--- src/rtl/hazard_pkg.sv ---
// Purpose: shared types and defaults for the multi-cycle-memory hazard controller.
// Latency: n/a (types and constants only).
// Backpressure: n/a.
// Contents: fwd_sel_e (ALU operand source), mem_state_e (memory-wait FSM), REG_AW default.
package hazard_pkg;

  localparam int REG_AW_DEFAULT = 5;

  typedef enum logic [1:0] {
    FWD_RF = 2'b00,
    FWD_W  = 2'b01,
    FWD_M  = 2'b10
  } fwd_sel_e;

  typedef enum logic [1:0] {
    IDLE,
    WAIT,
    ERR
  } mem_state_e;

endpackage

--- src/rtl/hazard_ctrl_mc_fwd_sel.sv ---
// Purpose: forwarding source select for one E-stage ALU operand (M beats W, x0 never forwards).
// Latency: combinational, zero cycles.
// Backpressure: none.
// Ports: rsE (operand source), rdM/rdW + regWriteM/regWriteW (producers), forward (select).
module fwd_sel
  import hazard_pkg::*;
#(
  parameter int REG_AW = REG_AW_DEFAULT
) (
  input  logic [REG_AW-1:0] rsE,
  input  logic [REG_AW-1:0] rdM,
  input  logic [REG_AW-1:0] rdW,
  input  logic              regWriteM,
  input  logic              regWriteW,
  output fwd_sel_e          forward
);

  logic hitM;
  logic hitW;

  assign hitM = regWriteM && (rdM != '0) && (rdM == rsE);
  assign hitW = regWriteW && (rdW != '0) && (rdW == rsE);

  // M holds the younger result, so it takes priority over W.
  always_comb begin
    forward = FWD_RF;
    if (hitM) begin
      forward = FWD_M;
    end else if (hitW) begin
      forward = FWD_W;
    end
  end

endmodule

--- src/rtl/hazard_ctrl_mc.sv ---
// Purpose: RV32I 5-stage hazard control: forwarding, load-use stall, branch flush, memory-wait freeze.
// Latency: stall/flush/forward outputs are combinational; WaitCnt/MemTimeout/StallCycles are registered.
// Backpressure: MemReadyM low on an M access freezes F/D/E/M and bubbles W; timeout latches ERR until reset.
// Ports: Rs*/Rd*/RegWrite* (hazard sources), ResultSrcE0, PCSrcE, MemAccessM/MemReadyM (memory handshake),
//        Forward*E, Stall*, Flush*, MemTimeout, WaitCnt, StallCycles.
// Option: define HZ_PERF_CNT_EN to build the saturating StallF cycle counter; otherwise StallCycles reads 0.
module hazard_ctrl_mc
  import hazard_pkg::*;
#(
  parameter int REG_AW  = REG_AW_DEFAULT,
  parameter int TIMEOUT = 16,
  parameter int CNT_W   = 32
) (
  input  logic                         clk,
  input  logic                         reset,
  input  logic [REG_AW-1:0]            Rs1D,
  input  logic [REG_AW-1:0]            Rs2D,
  input  logic [REG_AW-1:0]            Rs1E,
  input  logic [REG_AW-1:0]            Rs2E,
  input  logic [REG_AW-1:0]            RdE,
  input  logic [REG_AW-1:0]            RdM,
  input  logic [REG_AW-1:0]            RdW,
  input  logic                         RegWriteM,
  input  logic                         RegWriteW,
  input  logic                         ResultSrcE0,
  input  logic                         PCSrcE,
  input  logic                         MemAccessM,
  input  logic                         MemReadyM,
  output logic [1:0]                   ForwardAE,
  output logic [1:0]                   ForwardBE,
  output logic                         StallF,
  output logic                         StallD,
  output logic                         StallE,
  output logic                         StallM,
  output logic                         FlushD,
  output logic                         FlushE,
  output logic                         FlushW,
  output logic                         MemTimeout,
  output logic [$clog2(TIMEOUT+1)-1:0] WaitCnt,
  output logic [CNT_W-1:0]             StallCycles
);

  localparam int WCW = $clog2(TIMEOUT + 1);
  localparam logic [WCW-1:0] TIMEOUT_CNT = WCW'(TIMEOUT);

  fwd_sel_e   fwdA;
  fwd_sel_e   fwdB;
  mem_state_e memState;
  logic [WCW-1:0] waitCnt;
  logic [WCW-1:0] waitCntInc;
  logic           memTimeout;
  logic           lwStall;
  logic           memStall;

  fwd_sel #(.REG_AW(REG_AW)) uFwdA (
    .rsE(Rs1E), .rdM(RdM), .rdW(RdW),
    .regWriteM(RegWriteM), .regWriteW(RegWriteW), .forward(fwdA)
  );

  fwd_sel #(.REG_AW(REG_AW)) uFwdB (
    .rsE(Rs2E), .rdM(RdM), .rdW(RdW),
    .regWriteM(RegWriteM), .regWriteW(RegWriteW), .forward(fwdB)
  );

  assign ForwardAE = reset ? FWD_RF : fwdA;
  assign ForwardBE = reset ? FWD_RF : fwdB;

  assign lwStall  = ResultSrcE0 && (RdE != '0) && ((RdE == Rs1D) || (RdE == Rs2D));
  assign memStall = (memState == ERR) || (MemAccessM && !MemReadyM);

  // A memory freeze outranks everything: the branch in E is held, not flushed,
  // and is acted on once the freeze releases.
  always_comb begin
    StallF = 1'b0;
    StallD = 1'b0;
    StallE = 1'b0;
    StallM = 1'b0;
    FlushD = 1'b0;
    FlushE = 1'b0;
    FlushW = 1'b0;
    if (reset) begin
      FlushD = 1'b1;
      FlushE = 1'b1;
      FlushW = 1'b1;
    end else if (memStall) begin
      StallF = 1'b1;
      StallD = 1'b1;
      StallE = 1'b1;
      StallM = 1'b1;
      FlushW = 1'b1;
    end else begin
      StallF = lwStall;
      StallD = lwStall;
      FlushD = PCSrcE;
      FlushE = lwStall || PCSrcE;
    end
  end

  assign waitCntInc = waitCnt + WCW'(1);

  // Memory-wait FSM. Dropping MemAccessM mid-wait is treated as completion.
  always_ff @(posedge clk) begin
    if (reset) begin
      memState   <= IDLE;
      waitCnt    <= '0;
      memTimeout <= 1'b0;
    end else begin
      case (memState)
        IDLE: begin
          if (MemAccessM && !MemReadyM) begin
            memState <= WAIT;
            waitCnt  <= WCW'(1);
          end else begin
            waitCnt  <= '0;
          end
        end
        WAIT: begin
          if (MemReadyM || !MemAccessM) begin
            memState <= IDLE;
            waitCnt  <= '0;
          end else begin
            waitCnt <= waitCntInc;
            if (waitCntInc == TIMEOUT_CNT) begin
              memState   <= ERR;
              memTimeout <= 1'b1;
            end
          end
        end
        ERR: begin
          waitCnt    <= TIMEOUT_CNT;
          memTimeout <= 1'b1;
        end
        default: begin
          memState <= IDLE;
          waitCnt  <= '0;
        end
      endcase
    end
  end

  assign WaitCnt    = waitCnt;
  assign MemTimeout = memTimeout;

`ifdef HZ_PERF_CNT_EN
  logic [CNT_W-1:0] stallCycles;

  // Saturates rather than wraps so a long-running count never reads small.
  always_ff @(posedge clk) begin
    if (reset) begin
      stallCycles <= '0;
    end else if (StallF && (stallCycles != '1)) begin
      stallCycles <= stallCycles + CNT_W'(1);
    end
  end

  assign StallCycles = stallCycles;
`else
  assign StallCycles = '0;
`endif

endmodule

--- config.mk ---
export PLATFORM = sky130hd
export DESIGN_NAME = hazard_ctrl_mc
export DESIGN_NICKNAME = d
export VERILOG_FILES = /design/src/rtl/hazard_pkg.sv /design/src/rtl/hazard_ctrl_mc_fwd_sel.sv /design/src/rtl/hazard_ctrl_mc.sv
export SDC_FILE = /design/constraint.sdc
export NUM_CORES = 1
export LEC_CHECK = 0
export CORE_MARGIN = 2
export CORE_UTILIZATION = 34
export CTS_CLUSTER_DIAMETER = 50
export DETAILED_ROUTE_END_ITERATION = 16
export PLACE_DENSITY = 0.82
export REMOVE_ABC_BUFFERS = 1
export SLEW_MARGIN = 40
export SYNTH_ARGS = -nofsm -noshare
export SYNTH_HDL_FRONTEND = slang
export SYNTH_SLANG_ARGS = --single-unit
export TNS_END_PERCENT = 100
--- constraint.sdc ---
create_clock -name clk -period 1.7 [get_ports clk]
set_input_delay 0.255 -clock clk [delete_from_list [all_inputs] [get_ports clk]]
set_output_delay 0.255 -clock clk [all_outputs]
set_load 0.005 [all_outputs]
# After elaboration in Yosys (flattened, before gate mapping)
# Cells that the tools add are included.
word_totals:
  regBits: 8
  latchBits: 0
  ramBits: 0
  rom_bits: 0
  out_inout_bits: 49
  elab_cells: 65
  memories: 0
classes:
  addsub: 1
  n_mul: 0
  div: 0
  order_cmp: 0
  n_eq_ne: 13
  n_shift: 0
  mux: 25
  n_bitwise: 1
  n_reduce_logical: 22
op_table:
  columns: ["cell", "count"]
  rows:
  - ["5-bit equality test", 6]
  - ["5-bit case mux with 3 select lines", 1]
  - ["5-bit nonzero test", 3]
  - ["1-bit 2-to-1 mux", 14]
  - ["2-bit 2-to-1 mux", 7]
  - ["1-bit logical AND", 9]
  - ["2-bit inequality test (second input constant)", 3]
  - ["2-bit case mux with 3 select lines", 1]
  - ["3-bit AND reduction", 2]
  - ["5-bit by 1-bit adder with 5-bit output (second input constant)", 1]
  - ["5-bit equality test (second input constant)", 1]
  - ["5-bit 2-to-1 mux", 1]
  - ["1-bit logical OR", 4]
  - ["3-bit inequality test (second input constant)", 1]
  - ["2-bit by 1-bit equality test with 1-bit output (second input constant)", 1]
  - ["2-bit equality test (second input constant)", 1]
  - ["1-bit logical NOT", 2]
  - ["2-bit logical NOT", 1]
  - ["1-bit case mux with 2 select lines", 1]
  - ["2-bit nonzero test", 1]
  - ["1-bit inverter", 1]

# Depth between registers and ports, before layout
# Gate-level depths: netlist of run 1.
logic_depth:
  depth_word: 6
  ltp_mapped: 6
  depth_no_buf: 6

# Modules after synthesis
# A second synthesis of run 1 with hierarchy kept.
hier_totals:
  cells_unflattened: 159
  area_unflattened_um2: 1261.2
modules_own_cells:
  columns: ["mod", "instances", "cells_each", "area_each_um2", "seq_area_each_um2"]
  rows:
  - ["hazard_ctrl_mc", 1, 117, 943.4, 160.2]
  - ["fwd_sel", 2, 21, 158.9, 0.0]

# Least setup slack after synthesis of run 1
# Ideal clock, no wire load.
synth_path:
  kind: "input port to output port"
  from: "input RdM[1]"
  to: "output ForwardAE[0]"
  t_arrival_ns: 1.324
  setup_slack_ns: 0.121
  path_stages: 4
  cell_sequence: "or4_1 o21ai_2 nor3_1 nor4_2"
synth_via:
  elab_chain_cells: 5
  elab_cells_between_ends: 6
synth_lines:
  columns: ["item", "line_no", "source"]
  rows:
  - ["start, declared", "hazard_ctrl_mc.sv:21", "input logic [REG_AW-1:0] RdM,"]
  - ["5-bit nonzero test", "hazard_ctrl_mc_fwd_sel.sv:21", "assign hitM = regWriteM && (rdM != '0) && (rdM == rsE);"]
  - ["1-bit logical AND", "hazard_ctrl_mc_fwd_sel.sv:21", null]
  - ["1-bit logical AND (*)", "hazard_ctrl_mc_fwd_sel.sv:21", null]
  - ["2-bit 2-to-1 mux (*)", "hazard_ctrl_mc_fwd_sel.sv:27", "if (hitM) begin"]
  - ["2-bit 2-to-1 mux (*)", "hazard_ctrl_mc.sv:65", "assign ForwardAE = reset ? FWD_RF : fwdA;"]
  - ["end, declared", "hazard_ctrl_mc.sv:29", "output logic [1:0] ForwardAE,"]
# Every way passes the cells marked *; elsewhere a longest branch is shown, timed or not.

# Worst setup path in the final report of run 1
layout_path:
  from: "input RdW[2]"
  to: "output ForwardAE[0]"
layout_via:
  elab_chain_cells: 6
  elab_cells_between_ends: 7
layout_lines:
  columns: ["item", "line_no", "source"]
  rows:
  - ["start, declared", "hazard_ctrl_mc.sv:22", "input logic [REG_AW-1:0] RdW,"]
  - ["5-bit nonzero test", "hazard_ctrl_mc_fwd_sel.sv:22", "assign hitW = regWriteW && (rdW != '0) && (rdW == rsE);"]
  - ["1-bit logical AND", "hazard_ctrl_mc_fwd_sel.sv:22", null]
  - ["1-bit logical AND (*)", "hazard_ctrl_mc_fwd_sel.sv:22", null]
  - ["1-bit 2-to-1 mux (*)", "hazard_ctrl_mc_fwd_sel.sv:29", "end else if (hitW) begin"]
  - ["2-bit 2-to-1 mux (*)", "hazard_ctrl_mc_fwd_sel.sv:27", null]
  - ["2-bit 2-to-1 mux (*)", "hazard_ctrl_mc.sv:65", null]
# Marks and branches as above.

==> flow_metrics.py, run 1 <==
metrics = {
    "sta": {
        "finalHoldViolations": 0,
        "setup_tns_ps": -229.0,
        "period_share": 1.063,
        "rsz0062_at_grt": "yes",
        "slew_violations": 0,
        "skew_ps": 4.679,
        "finalSetupViolations": 4,
        "period_needed_ps": 1806,
        "fmax_mhz": 553.6,
        "setup_ws_ps": -106.4,
    },
    "route": {
        "firstDrtPassIters": 5,
        "drc_errors": 0,
        "vias": 1281,
        "wl_um": 3555,
        "drtIter0Drc": 56,
        "drtAntennaViolNets": 0,
        "wl_per_cell_um": 12.26,
        "vias_per_cell": 4.417,
    },
    "cts": {
        "clock_path_buffers": 2,
        "cts_tree": "done",
        "insertion_delay_ps": 260,
        "clkTransAtPathRegs_ps": 50,
        "htree_levels": 1,
        "root_buffer": "clkbuf_4",
        "ctsHoldBuffers": 0,
        "cts_buffers": 3,
        "cts.sinks": 8,
    },
    "synth": {
        "synth_area_sq_um": 1180,
        "synth_seq_cells": 8,
        "syn_inst": 150,
        "ys_seq_area_frac": 0.1357,
        "yosys.cell_types.count": 31,
        "yosys_warnings": 0,
        "syn_avg_cell_area_sq_um": 7.866,
    },
    "critical_path": {
        "cp-startpoint": "RdW[2]",
        "r2r-start": "memState[1]",
        "cp-end-kind": "output pin",
        "cp_max_fo": 2,
        "arrival_ps": 1550,
        "required_ps": 1440,
        "start_kind": "input pin",
        "reg2reg_slack_ps": 140,
        "critPathKind": "in -> out",
    },
    "run_status": {
        "violations": "negative setup slack",
        "status": "finished with violations",
    },
    "pwr": {
        "cellLeakagePower_nw": 0.9400,
        "power_density_nw_per_um2": 399.1,
        "peakVddDrop_mv": 0.1481,
    },
    "layout": {
        "fin_cells": 290,
        "n_fill_cell": 301,
        "final_layout_size_suffix_gt1_frac": 0.4098,
        "final_nets": 295,
        "antennaDiodeCount": 0,
        "final_common_cell": "conb_1",
        "area_growth_pct": 72.53,
        "layout_common_cells": "conb_1, buf_4, buf_2",
    },
    "floorplan": {
        "rows": 21,
        "initial_utilization": 0.3536,
        "die-area_sq_um": 3958,
        "ioPinCount": 92,
        "die_w_um": 62.91,
        "die_y_um": 62.91,
        "core_sq_um": 3337,
    },
    "flow_run": {
        "maxCapViolations": 0,
    },
    "placed_design": {
        "hpwl_um": 2690,
        "place_inst": 281,
        "routabilityCongestion": 0.8428,
        "port-buffer-count": 59,
    },
    "global_route": {
        "grt_pass1_vias": 1232,
        "grt_max_degree": 18,
        "grt.total_usage": 0.1706,
        "gr-total-overflow": 0,
        "grt_pass1_wl_um": 5485,
        "antenna_found_initial": 0,
    },
    "hold_path": {
        "hold_class": "in -> reg",
        "hold_path.startpoint": "reset",
    },
}
critical path, stage by stage:
cell and delay [ps]:
buf_6 90, buf_6 110, xor2_1 140, or4_4 530
nor4_2 270, buf_2 150
layer usage:
metal	track usage	routed length, um	vias to the layer above
li1	-	-	640
met1	0.1833	1369	579
met2	0.3338	1956	55
met3	0.02342	174	7
met4	0.05833	55	0
met5	0	0	-
registers in the layout, indices dropped and copies added, names as in the netlist:
name / cells
memState: 2
WaitCnt: 5
MemTimeout: 1
through the flow:
stage	worst slack [ps]	total power, mW	instance area [sq um]	utilization	hold slack [ps]
after floorplan	121.3	0.3819	1033	-	327.4
after global placement	-856.0	0.6320	1914	0.5737	568.2
after detailed placement	-884.4	0.6378	1914	0.5737	563.2
after CTS	-110.8	0.7787	1927	0.5774	411.1
after global routing	-149.3	0.8785	2036	0.6100	417.5
final	-106.4	0.8124	2036	0.6100	421.0
cells in the mapped netlist:
master	number	area share
nand2_1	4	0.013
nor3b_1	2	0.013
nor3_1	6	0.025
and2_1	1	0.0053
a221oi_1	1	0.0074
o21ai_1	1	0.0042
a21oi_1	7	0.030
nand3_1	6	0.025
o21ai_2	1	0.0074
buf_4	34	0.22
nor4_1	5	0.027
or4_1	5	0.032
xor2_1	16	0.12
nand3b_1	1	0.0064
nor2b_1	3	0.016
nor2_1	7	0.022
o21ai_0	2	0.0085
dfxtp_1	8	0.14
conb_1	1	0.0032
o211ai_1	1	0.0064
o221ai_1	1	0.0074
or3_1	1	0.0053
o21a_1	1	0.0064
mux2i_1	1	0.0085
ha_1	6	0.064
clkbuf_1	2	0.0064
xnor2_1	17	0.13
o31a_1	1	0.0074
inv_1	3	0.0095
nand2b_1	3	0.016
nor4_2	2	0.021
where the power goes:
group | switching (mW) | internal (mW) | total, mW
Clock | 0.0661 | 0.0809 | 0.147
Combinational | 0.201 | 0.253 | 0.454
Sequential | 0.00732 | 0.204 | 0.211
Total | 0.274 | 0.538 | 0.812
cell families after synthesis:
kind of cell | count (synthesis) | synth area share
and+or+nand+nor | 46 | 0.2269
buffers and inverters | 39 | 0.2322
xor gates and xnor gates | 33 | 0.2450
AOI/OAI and AO/OA | 16 | 0.08484
DFF | 8 | 0.1357
adders and majority gates | 6 | 0.06363
other | 1 | 0.003178
muxes | 1 | 0.008484
what timing repair did:
action | 4_1_cts | 5_1_grt
endpoints found under the setup margin | 11 | 13
buffers inserted | 4 | 2
resized for setup | 148 | 43
pin swaps | 25 | 18
final timing paths:
path	to	cells after the start
worst max-delay path	ForwardAE[0]	6
worst min-delay path	WaitCnt[4]	3
worst max register to register	memState[0]	7
worst min register to register	MemTimeout	3
cell type report:
type,instances,area [sq um],area share
Clock buffer,3,22.52,0.01106
Inverter,3,11.26,0.005532
Multi-Input combinational cell,134,1012,0.4972
Sequential cell,8,161.4,0.07929
Tap cell,46,57.56,0.02827
Timing Repair Buffer,96,770.7,0.3786
Note: power is estimated with default switching activity, not from simulation.
==> run 2, diff against run 1 <==
--- a/config.mk
+++ b/config.mk
@@ -6,10 +6,10 @@
 export NUM_CORES = 1
 export LEC_CHECK = 0
 export CORE_MARGIN = 2
-export CORE_UTILIZATION = 34
+export CORE_UTILIZATION = 30
 export CTS_CLUSTER_DIAMETER = 50
 export DETAILED_ROUTE_END_ITERATION = 16
-export PLACE_DENSITY = 0.82
+export PLACE_DENSITY = 0.77
 export REMOVE_ABC_BUFFERS = 1
 export SLEW_MARGIN = 40
 export SYNTH_ARGS = -nofsm -noshare
==> constraint.sdc (replaced) <==
create_clock -name clk -period 1.6 [get_ports clk]
set_input_delay 0.24 -clock clk [delete_from_list [all_inputs] [get_ports clk]]
set_output_delay 0.24 -clock clk [all_outputs]
set_load 0.005 [all_outputs]
==> flow_metrics.py, run 2 (synthesis results as in run 1) <==
metrics = {
    "critical_path": {
        "critPathMaxStageDelay_ps": 550,
        "reg2reg_depth": 7,
        "reg2reg_slack_ps": 140,
        "slowest_stage": "or4_4",
        "r2r-start": "memState[1]",
        "cp-end-kind": "output pin",
        "arrival_ps": 1590,
        "cp_max_fo": 2,
        "r2r-end": "memState[0]",
        "path_cells": "clkdlybuf4s15_1, xor2_1, or4_4, nor4_4, buf_2",
        "critPathKind": "in -> out",
        "crit_buf_inv": 2,
        "required_ps": 1360,
        "start_kind": "input pin",
        "crit_family": "simple AND/OR/NAND/NOR gates",
        "cp-startpoint": "Rs2E[4]",
    },
    "layout": {
        "utilization": 0.5801,
        "final_layout_size_suffix_gt1_frac": 0.4431,
        "multi_input_area_sq_um": 1087,
        "layout_common_cells": "buf_4, conb_1, xor2_1",
        "final_nets": 297,
        "finalInstanceArea_sq_um": 2156,
        "n_fill_cell": 344,
        "largest_reg_flops": 5,
        "fin_cells": 294,
        "final_common_cell": "buf_4",
        "antennaDiodeCount": 0,
        "seq_area_sq_um": 165.2,
        "area_growth_pct": 82.71,
    },
    "cts": {
        "cts.sinks": 8,
        "clock_path_buffers": 2,
        "cts_buffers": 3,
        "ctsHoldBuffers": 0,
        "clkTransAtPathRegs_ps": 40,
        "cts_tree": "done",
        "htree_levels": 1,
        "root_buffer": "clkbuf_8",
        "insertion_delay_ps": 230,
    },
    "pwr": {
        "power_density_nw_per_um2": 457.7,
        "peakVddDrop_mv": 0.1803,
        "cellLeakagePower_nw": 0.9784,
    },
    "global_route": {
        "use_met3": 0.01351,
        "met1_usage": 0.1729,
        "grt_max_degree": 18,
        "grt_pass1_wl_um": 5520,
        "met2_usage": 0.3325,
        "grt_pass1_vias": 1249,
        "antenna_found_initial": 0,
        "grt.total_usage": 0.1627,
        "grt_busiest_layer": "met2",
        "gr-total-overflow": 0,
    },
    "placed_design": {
        "hpwl_um": 2751,
        "routabilityCongestion": 0.8015,
        "place_area_sq_um": 1924,
        "port-buffer-count": 59,
        "place_inst": 284,
    },
    "run_status": {
        "violations": "negative setup slack",
        "status": "finished with violations",
    },
    "route": {
        "drtIter0Drc": 35,
        "drc_errors": 0,
        "firstDrtPassIters": 4,
        "vias": 1295,
        "vias_per_cell": 4.405,
        "wl_per_cell_um": 12.47,
        "wl_um": 3666,
        "drtAntennaViolNets": 0,
    },
    "hold_path": {
        "hold_class": "in -> reg",
        "min_to": "WaitCnt[0]",
        "hold_depth": 3,
        "hold_path.startpoint": "reset",
    },
    "flow_run": {
        "maxCapViolations": 0,
    },
    "sta": {
        "period_needed_ps": 1828,
        "rsz0062_at_grt": "yes",
        "period_share": 1.142,
        "slew_violations": 0,
        "setup_ws_ps": -227.9,
        "skew_ps": 2.663,
        "finalHoldViolations": 0,
        "finalSetupViolations": 4,
        "fmax_mhz": 547.1,
    },
    "floorplan": {
        "initial_utilization": 0.3175,
        "die_w_um": 66.72,
        "core_sq_um": 3716,
        "die_y_um": 66.72,
        "rows": 22,
        "ioPinCount": 92,
        "die-area_sq_um": 4451,
    },
}
run 2: cell count changes in the layout (fill, tap and decap cells not counted), sizes merged:
cell	previous run	this run
buf	63	56
dlygate4sd2	9	15
clkbuf	9	13
clkdlybuf4s50	13	12
run 2: area by class of cell:
cell class	instances	area share
Clock buffer	3	0.01915
Tap cell	48	0.02786
Timing Repair Buffer	98	0.3668
Multi-Input combinational cell	134	0.5044
Sequential cell	8	0.07661
Inverter	3	0.005223
run 2: worst reg2reg max path, stage by stage, from the launching register on:
cell and delay, ps:
dfxtp_2 340, buf_4 130, inv_1 70, ha_2 200
a21oi_2 190, o21a_1 140, o31a_1 140, mux2i_1 170
run 2: through the flow:
stage	setup TNS, ps	hold slack [ps]	worst slack, ps	power [mW]
6_report	-559.5	569.0	-227.9	0.9867
5_1_grt	-741.4	607.6	-282.8	1.047
4_1_cts	-537.2	566.8	-224.0	0.9440
3_5_place_dp	-7382	567.1	-956.8	0.6813
3_3_place_gp	-6984	565.8	-944.4	0.6745
2_1_floorplan	0	312.4	51.31	0.4058
run 2: worst max path at each step:
stage	to	slack [ps]	cells past startpoint
4_1_cts	ForwardBE[0]	-220	6
2_1_floorplan	ForwardAE[0]	50	4
6_report	ForwardBE[0]	-230	5
3_5_place_dp	ForwardBE[0]	-960	6
5_1_grt	ForwardBE[0]	-280	5
3_3_place_gp	ForwardBE[0]	-940	6
run 2: layer usage:
layer	part of all wire	wire, um
met5	0	0
met4	0.010	38
met3	0.052	191
met2	0.58	2114
met1	0.36	1322
run 2: report_power, final:
group	leakage (nW)	internal (mW)	switching (mW)
Sequential	0.0667	0.218	0.00912
Combinational	0.890	0.284	0.233
Clock	0.0216	0.163	0.0803
Total	0.978	0.665	0.322
run 2: repair_timing:
action / in CTS / in global routing
gates resized for setup: 142 / 44
pin swaps: 28 / 21
cloned: 0 / 0
buffers inserted: 4 / 3
endpoints found under the setup margin: 12 / 11
==> run 3, diff against run 2 <==
--- a/config.mk
+++ b/config.mk
@@ -11,6 +11,7 @@
 export DETAILED_ROUTE_END_ITERATION = 16
 export PLACE_DENSITY = 0.77
 export REMOVE_ABC_BUFFERS = 1
+export SKIP_LAST_GASP = 1
 export SLEW_MARGIN = 40
 export SYNTH_ARGS = -nofsm -noshare
 export SYNTH_HDL_FRONTEND = slang
==> flow_metrics.py, run 3 (synthesis results as in run 1) <==
metrics = {
    "placed_design": {
        "hpwl_um": 2751,
        "pre_cts_slack_ps": -956.8,
        "place_area_sq_um": 1924,
        "port-buffer-count": 59,
        "routabilityCongestion": 0.8015,
    },
    "floorplan": {
        "die-area_sq_um": 4451,
        "die_w_um": 66.72,
        "initial_utilization": 0.3175,
        "rows": 22,
        "core_sq_um": 3716,
        "ioPinCount": 92,
        "die_y_um": 66.72,
    },
    "pwr": {
        "cellLeakagePower_nw": 0.9776,
        "comb_power_share": 0.523,
        "swShare": 0.3266,
        "power_density_nw_per_um2": 458.3,
        "pwr-share-clk": 0.247,
        "p_sw_uw": 322.1,
        "internal_power_uw": 664.1,
        "p_seq_frac": 0.230,
        "peakVddDrop_mv": 0.1804,
    },
    "cts": {
        "root_buffer": "clkbuf_8",
        "cts_tree": "done",
        "cts.sinks": 8,
        "clock_path_buffers": 2,
        "cts_buffers": 3,
        "clkTransAtPathRegs_ps": 40,
        "htree_levels": 1,
        "insertion_delay_ps": 230,
    },
    "critical_path": {
        "critPathKind": "in -> out",
        "cp-end-kind": "output pin",
        "cp_max_fo": 2,
        "slowest_stage": "or4_4",
        "critPathMaxStageDelay_ps": 550,
        "arrival_ps": 1590,
        "required_ps": 1360,
        "start_kind": "input pin",
        "path_cells": "clkdlybuf4s15_1, xor2_1, or4_4, nor4_4, buf_2",
        "crit_family": "simple AND/OR/NAND/NOR gates",
        "crit_buf_inv": 2,
    },
    "route": {
        "wl_met1_um": 1320,
        "wl_per_cell_um": 12.46,
        "vias_per_cell": 4.388,
        "drtIter0Drc": 43,
        "wl_um": 3664,
        "drtAntennaViolNets": 0,
        "firstDrtPassIters": 4,
        "met3_length_um": 199,
        "vias": 1290,
        "route.met2.wl_um": 2105,
        "drc_errors": 0,
        "top_layer": "met4",
    },
    "layout": {
        "n_fill_cell": 345,
        "finalInstanceArea_sq_um": 2152,
        "final_nets": 297,
        "utilization": 0.5791,
        "layout_common_cells": "buf_4, conb_1, xor2_1",
        "largest_reg_flops": 5,
        "final_common_cell": "buf_4",
        "area_growth_pct": 82.40,
        "antennaDiodeCount": 0,
        "final_layout_size_suffix_gt1_frac": 0.4431,
    },
    "hold_path": {
        "hold_class": "in -> reg",
    },
    "sta": {
        "period_needed_ps": 1827,
        "skew_ps": 2.725,
        "period_share": 1.142,
        "rsz0062_at_grt": "yes",
        "finalSetupViolations": 4,
        "setup_ws_ps": -226.9,
        "finalHoldViolations": 0,
        "slew_violations": 0,
        "fmax_mhz": 547.4,
    },
    "global_route": {
        "grt_pass1_wl_um": 5520,
        "antenna_found_initial": 0,
        "grt_max_degree": 18,
        "grt.total_usage": 0.1627,
        "grt_pass1_vias": 1249,
        "gr-total-overflow": 0,
    },
    "flow_run": {
        "maxCapViolations": 0,
    },
    "run_status": {
        "status": "finished with violations",
        "violations": "negative setup slack",
    },
}
run 3: cell counts in the layout (fill, tap and decap cells not counted):
Identical to the previous run, type by type.
run 3: area by class of cell:
class,count,area (sq um),share of cell area
flip-flops and latches,8,165.2,0.07674
inverters,3,11.26,0.005233
well taps,48,60.06,0.02791
repair buffers,98,787.0,0.3657
multi-input cells,134,1087,0.5052
clock buffers,3,41.29,0.01919
run 3: final timing paths:
check	start	to	slack, ps	cells past startpoint
worst max-delay path	Rs2E[4]	ForwardBE[0]	-230	5
worst min-delay path	reset	WaitCnt[0]	570	3
worst max register to register	memState[1]	memState[0]	140	7
worst min register to register	MemTimeout	MemTimeout	580	3
run 3: power groups by stage:
stage / Combinational (mW) / Sequential, mW / Clock, mW
2_1_floorplan: 0.174 / 0.231 / 0
3_3_place_gp: 0.449 / 0.226 / 0
3_5_place_dp: 0.455 / 0.226 / 0
4_1_cts: 0.466 / 0.226 / 0.252
5_1_grt: 0.560 / 0.228 / 0.257
6_report: 0.516 / 0.227 / 0.243
run 3: routing by layer:
metal  GRT usage  vias up
met4     0.04592        0
met5           0        -
met1      0.1729      592
met2      0.3325       55
li1            -      639
met3     0.01351        4
run 3: worst reg2reg max path, delay by kind of cell (launching register included):
family,cells,cell delay [ps]
compound gates,3,470
buf+inv,2,200
mux,1,170
fa+ha+maj,1,200
flops,1,340
run 3: through the flow:
stage / power (mW) / instances / hold slack [ps] / setup TNS [ps]
after global routing: 1.046 / 294 / 607.6 / -750.1
after detailed placement: 0.6813 / 284 / 567.1 / -7382
final: 0.9862 / 294 / 568.2 / -558.5
after CTS: 0.9440 / 291 / 566.8 / -537.2
after global placement: 0.6745 / 284 / 565.8 / -6984
after floorplan: 0.4058 / 145 / 312.4 / 0
run 3: timing repair:
action | in CTS | in global routing
pin swaps | 28 | 20
setup endpoints to repair | 12 | 11
resized for setup | 142 | 43
hold buffers | 0 | 0
setup buffers | 4 | 3
==> edit 1 (flow settings as in run 3) <==
The 3 states of `mem_state_e` get a one-hot encoding in 3 bits.
--- a/src/rtl/hazard_pkg.sv
+++ b/src/rtl/hazard_pkg.sv
@@ -14,6 +14,6 @@
 
-  typedef enum logic [1:0] {
-    IDLE,
-    WAIT,
-    ERR
+  typedef enum logic [2:0] {
+    IDLE = 3'b001,
+    WAIT = 3'b010,
+    ERR  = 3'b100
   } mem_state_e;
Check against the original RTL: no difference found for any inputs over 10 cycles, from zero or initial values and one cycle with reset high; not proved beyond that.
==> edit 1 against run 3 <==
The run still ends with setup timing left. Sequential cell count up 1. Wire length up 0.57%. Worst setup slack better by 0.018 ns. Cell area down 0.87%. Cell count up 2.7%. Sequential share of layout area up 0.89 points. Power down 11%. Area after synthesis down 3.6%. Fmax up 0.99%. Critical endpoint is now ForwardAE[0]. Highest routed layer unchanged.
==> edit 1: results (changes against run 3) <==
| Metric | Value |
|---|---|
| Run status | finished, violations left (unchanged) |
| Failing checks | setup timing (unchanged) |
| Sequential power | 0.231 mW (was 0.227 mW) |
| Via count | 1,325 (was 1,290) |
| Share of the synthesized netlist area taken by xor and xnor gates | 25.4% (was 24.5%) |
| Clk pwr | 0.263 mW (was 0.243 mW) |
| Hold Crit Endpoint | MemTimeout (was WaitCnt[0]) |
| Post-DP Area | 1900 um2 (was 1920 um2) |
| Routability cong. | 0.835 (was 0.802) |
| Setup_tns | -0.637 ns (was -0.559 ns) |
| Met3 WL | 203 um (was 199 um) |
| R2R Setup Slk | 0.05 ns (was 0.14 ns) |
| Critical path destination | ForwardAE[0] (was ForwardBE[0]) |
| DR iter-0 viols | 25 (was 43) |
| Clk_lat worst skew | 0.23 ns (about the same) |
| Int Power | 0.626 mW (was 0.664 mW) |
| Met2 Use GR | 34.6% (was 33.3%) |
| Mux cell area share after synthesis | 0% (was 0.848%) |
| Synth Area in Adders | 2.20% (was 6.36%) |
| Lkg Pwr | 0.995 nW (was 0.978 nW) |
| Synth cell count leaders | buf_4, xnor2_1, nand2_1, xor2_1, dfxtp_1 (was buf_4, xnor2_1, xor2_1, dfxtp_1) |
| Synth Area in Compound Gates | 9.90% (was 8.48%) |
| Peak supply drop | 0.000215 V (was 0.000180 V) |
| CP arrival | 1.57 ns (was 1.59 ns) |
| Syn Area/Cell | 7.79 um2 (was 7.87 um2) |
| Clk_skew | 0.00305 ns (was 0.00273 ns) |
| Post-synthesis sequential area ratio | 15.8% (was 13.6%) |
| Crit. Startpoint | Rs1E[2] (was Rs2E[4]) |
| Met2 WL post-DR | 2090 um (was 2110 um) |
| Final setup fails | 8 (was 4) |
| Worst R2R Path Depth | 6 (was 7) |
| Post-cts gate resize count | 146 (was 142) |
| Share of layout cells above drive strength 1 | 42.5% (was 44.3%) |
| Hold Crit Depth | 2 (was 3) |
| DRT met1 WL | 1280 um (was 1320 um) |
| Final WS setup | -0.209 ns (was -0.227 ns) |
| First-pass GRT wire length | 5620 um (was 5520 um) |
| Netlist cell types | 28 (was 31) |
| Final wirelength | 3690 um (was 3660 um) |
| Setup WS pre-CTS | -0.997 ns (was -0.957 ns) |
| Worst reg2reg path startpoint | WaitCnt[0] (was memState[1]) |
| Largest net degree at the start of global routing | 7 (was 18) |
| Met1 GRT Util | 15.9% (was 17.3%) |
| Final HPWL DP | 2760 um (was 2750 um) |
| Vias in the first global route | 1,350 (was 1,249) |
-- edit 1: changes by cell type in the layout (fill, tap and decap cells not counted), moves of 4 or more --
| cell | before | now |
|---|---|---|
| clkbuf_2 | 10 | 1 |
| nand2_2 | 0 | 5 |
| xor2_1 | 16 | 12 |
| xnor2_1 | 10 | 19 |
| xnor2_2 | 7 | 2 |
| buf_2 | 12 | 16 |
| buf_6 | 6 | 15 |
| nand2_1 | 4 | 8 |
| buf_4 | 35 | 39 |
-- edit 1: layout make-up --
class / instances / area [um2]
repair buffers: 107 / 896
flip-flops and latches: 9 / 183
fillers: 336 / 1530
inverters: 1 / 3.75
well taps: 48 / 60.1
clock buffers: 4 / 45.0
multi-input cells: 133 / 946
-- edit 1: logic make-up (layout without fill, tap and decap cells) --
family | after synthesis | in the layout
and+or+nand+nor | 49 | 49
buffers and inverters | 35 | 112
xor gates and xnor gates | 33 | 33
AOI/OAI and AO/OA | 17 | 17
DFF | 9 | 9
adders and majority gates | 2 | 2
other | 1 | 32
==> edit 2 (settings of run 3) <==
Without the edit above. `CNT_W`: 32 -> 24.
--- a/src/rtl/hazard_ctrl_mc.sv
+++ b/src/rtl/hazard_ctrl_mc.sv
@@ -11,3 +11,3 @@
   parameter int TIMEOUT = 16,
-  parameter int CNT_W   = 32
+  parameter int CNT_W   = 24
 ) (
Interface: changed (resized StallCycles); port bits go from 92 to 84. No check against the original RTL was run, so the function may have changed too.
==> edit 2 against run 3 <==
The flow still finishes with violations (setup timing). Worst setup slack got worse by 0.085 ns. Cell area rose by 1.6%. First-iteration DRC count up 79%. Power is 0.83% higher. Die area down 4.8%. Critical path depth grew 2. Clock power is essentially flat. Area after synthesis shrank 5.1%. Cell count shrank 1.7%. Combinational power up 2%. Worst hold slack got worse by 0.063 ns. Global-route usage increased by 0.49 points. Wire length hardly changed. Sequential cell count did not move.
==> edit 2: results (changes against run 3) <==
| Metric | Value |
|---|---|
| Final WS setup | -0.311 ns (was -0.227 ns) |
| Worst reg2reg path startpoint | WaitCnt[1] (was memState[1]) |
| Post-synthesis sequential area ratio | 14.3% (was 13.6%) |
| Post-DP Area | 1890 um2 (was 1920 um2) |
| Switching share of power | 33.2% (was 32.7%) |
| Hold_ws | 0.505 ns (was 0.568 ns) |
| First-pass GRT wire length | 5540 um (was 5520 um) |
| Met3 Track Usage GR | 1.71% (was 1.35%) |
| Met2 Use GR | 31.1% (was 33.3%) |
| Final setup fails | 6 (was 4) |
| Synth cell count leaders | buf_4, xnor2_1, xor2_1, dfxtp_1 (unchanged) |
| Failing checks | setup timing (unchanged) |
| GRT Overall Usage | 16.8% (was 16.3%) |
| Final HPWL DP | 2630 um (was 2750 um) |
| Setup WS pre-CTS | -0.997 ns (was -0.957 ns) |
| Peak supply drop | 0.000223 V (was 0.000180 V) |
| Number of CTS-inserted buffers | 3 (unchanged) |
| Area contributors post-synth | buf_4, dfxtp_1, xnor2_1 (unchanged) |
| Vias in the first global route | 1,226 (was 1,249) |
| Seq. cell area | 163 um2 (was 165 um2) |
| Wire per inst | 12.7 um (was 12.5 um) |
| Clk_skew | 0.00206 ns (was 0.00273 ns) |
| Crit Path Max Fanout | 3 (was 2) |
| CP arrival | 1.67 ns (was 1.59 ns) |
| Met1 GRT Util | 19.5% (was 17.3%) |
| Share of layout cells above drive strength 1 | 49.8% (was 44.3%) |
| Setup_tns | -0.748 ns (was -0.559 ns) |
| Syn. warnings | 0 (unchanged) |
| Clk buf depth | 2 (unchanged) |
| R2R Setup Slk | 0.06 ns (was 0.14 ns) |
| Nets@finish | 292 (was 297) |
| Filler cell count | 326 (was 345) |
| DR iter-0 viols | 77 (was 43) |
| Post-route antenna net violation count | 0 (unchanged) |
| Run status | finished, violations left (unchanged) |
==> edit 2: changes by cell type in the layout (fill, tap and decap cells not counted), moves of 3 or more <==
cell / change
clkdlybuf4s50_1: -3
conb_1: -8
buf_2: +3
buf_6: +6
==> edit 2: stage by stage <==
stage,instances,power (mW)
CTS,286,0.945
global placement,275,0.669
global route,289,1.05
floorplan,137,0.402
finish,289,0.994
detailed placement,275,0.677
==> edit 2: worst max-delay path by stage <==
| stage | endpoint | slack, ns | startpoint |
|---|---|---|---|
| 2_1_floorplan | ForwardAE[0] | 0.05 | RdM[1] |
| 3_3_place_gp | ForwardAE[0] | -0.98 | RdM[1] |
| 3_5_place_dp | ForwardAE[0] | -1.0 | RdM[1] |
| 4_1_cts | ForwardAE[0] | -0.26 | Rs1E[4] |
| 5_1_grt | ForwardAE[0] | -0.33 | RdM[4] |
| 6_report | ForwardAE[0] | -0.31 | RdM[4] |
==> edit 2: timing repair <==
action | in CTS | in global routing
gates cloned | 0 | 0
setup endpoints to repair | 12 | 12
buffers inserted | 9 | 4
resized for setup | 162 | 51
pin swaps | 32 | 25
==> edit 2: worst max-delay path, delay by kind of cell <==
kind / cells / cell delay (ns)
AO/OA/AOI/OAI: 1 / 0.16
buffers and inverters: 3 / 0.38
AND/OR/NAND/NOR: 3 / 0.88
==> edit 2: cell type report <==
cell class                 count  area share, %
clock buffer                   3           1.89
inverter                       3          0.515
multi-input combinational    126           50.9
sequential                     8           7.44
tap                           48           2.75
timing repair buffer         101           36.5
==> edit 2: logic make-up (layout without fill, tap and decap cells) <==
logic type	Yosys count	count (layout)	synth area share, %
mux	1	1	0.894
compound gates	16	16	8.94
other cells	1	24	0.335
flops	8	8	14.3
xor+xnor	33	33	25.8
simple gates	46	46	23.9
buf+inv	31	107	19.1
fa+ha+maj	6	6	6.70
==> edit 2: power by group through the flow <==
stage	clock network (mW)	registers, mW	logic (mW)
final	0.243	0.226	0.525
after CTS	0.248	0.226	0.471
after detailed placement	0	0.227	0.451
after global routing	0.257	0.228	0.568
after global placement	0	0.226	0.443
after floorplan	0	0.231	0.170
==> edit 2: per-layer routing <==
| layer | vias up | wire (um) |
|---|---|---|
| met1 | 595 | 1440 |
| li1 | 635 | - |
| met5 | - | 0 |
| met2 | 52 | 2000 |
| met4 | 0 | 35 |
| met3 | 4 | 192 |
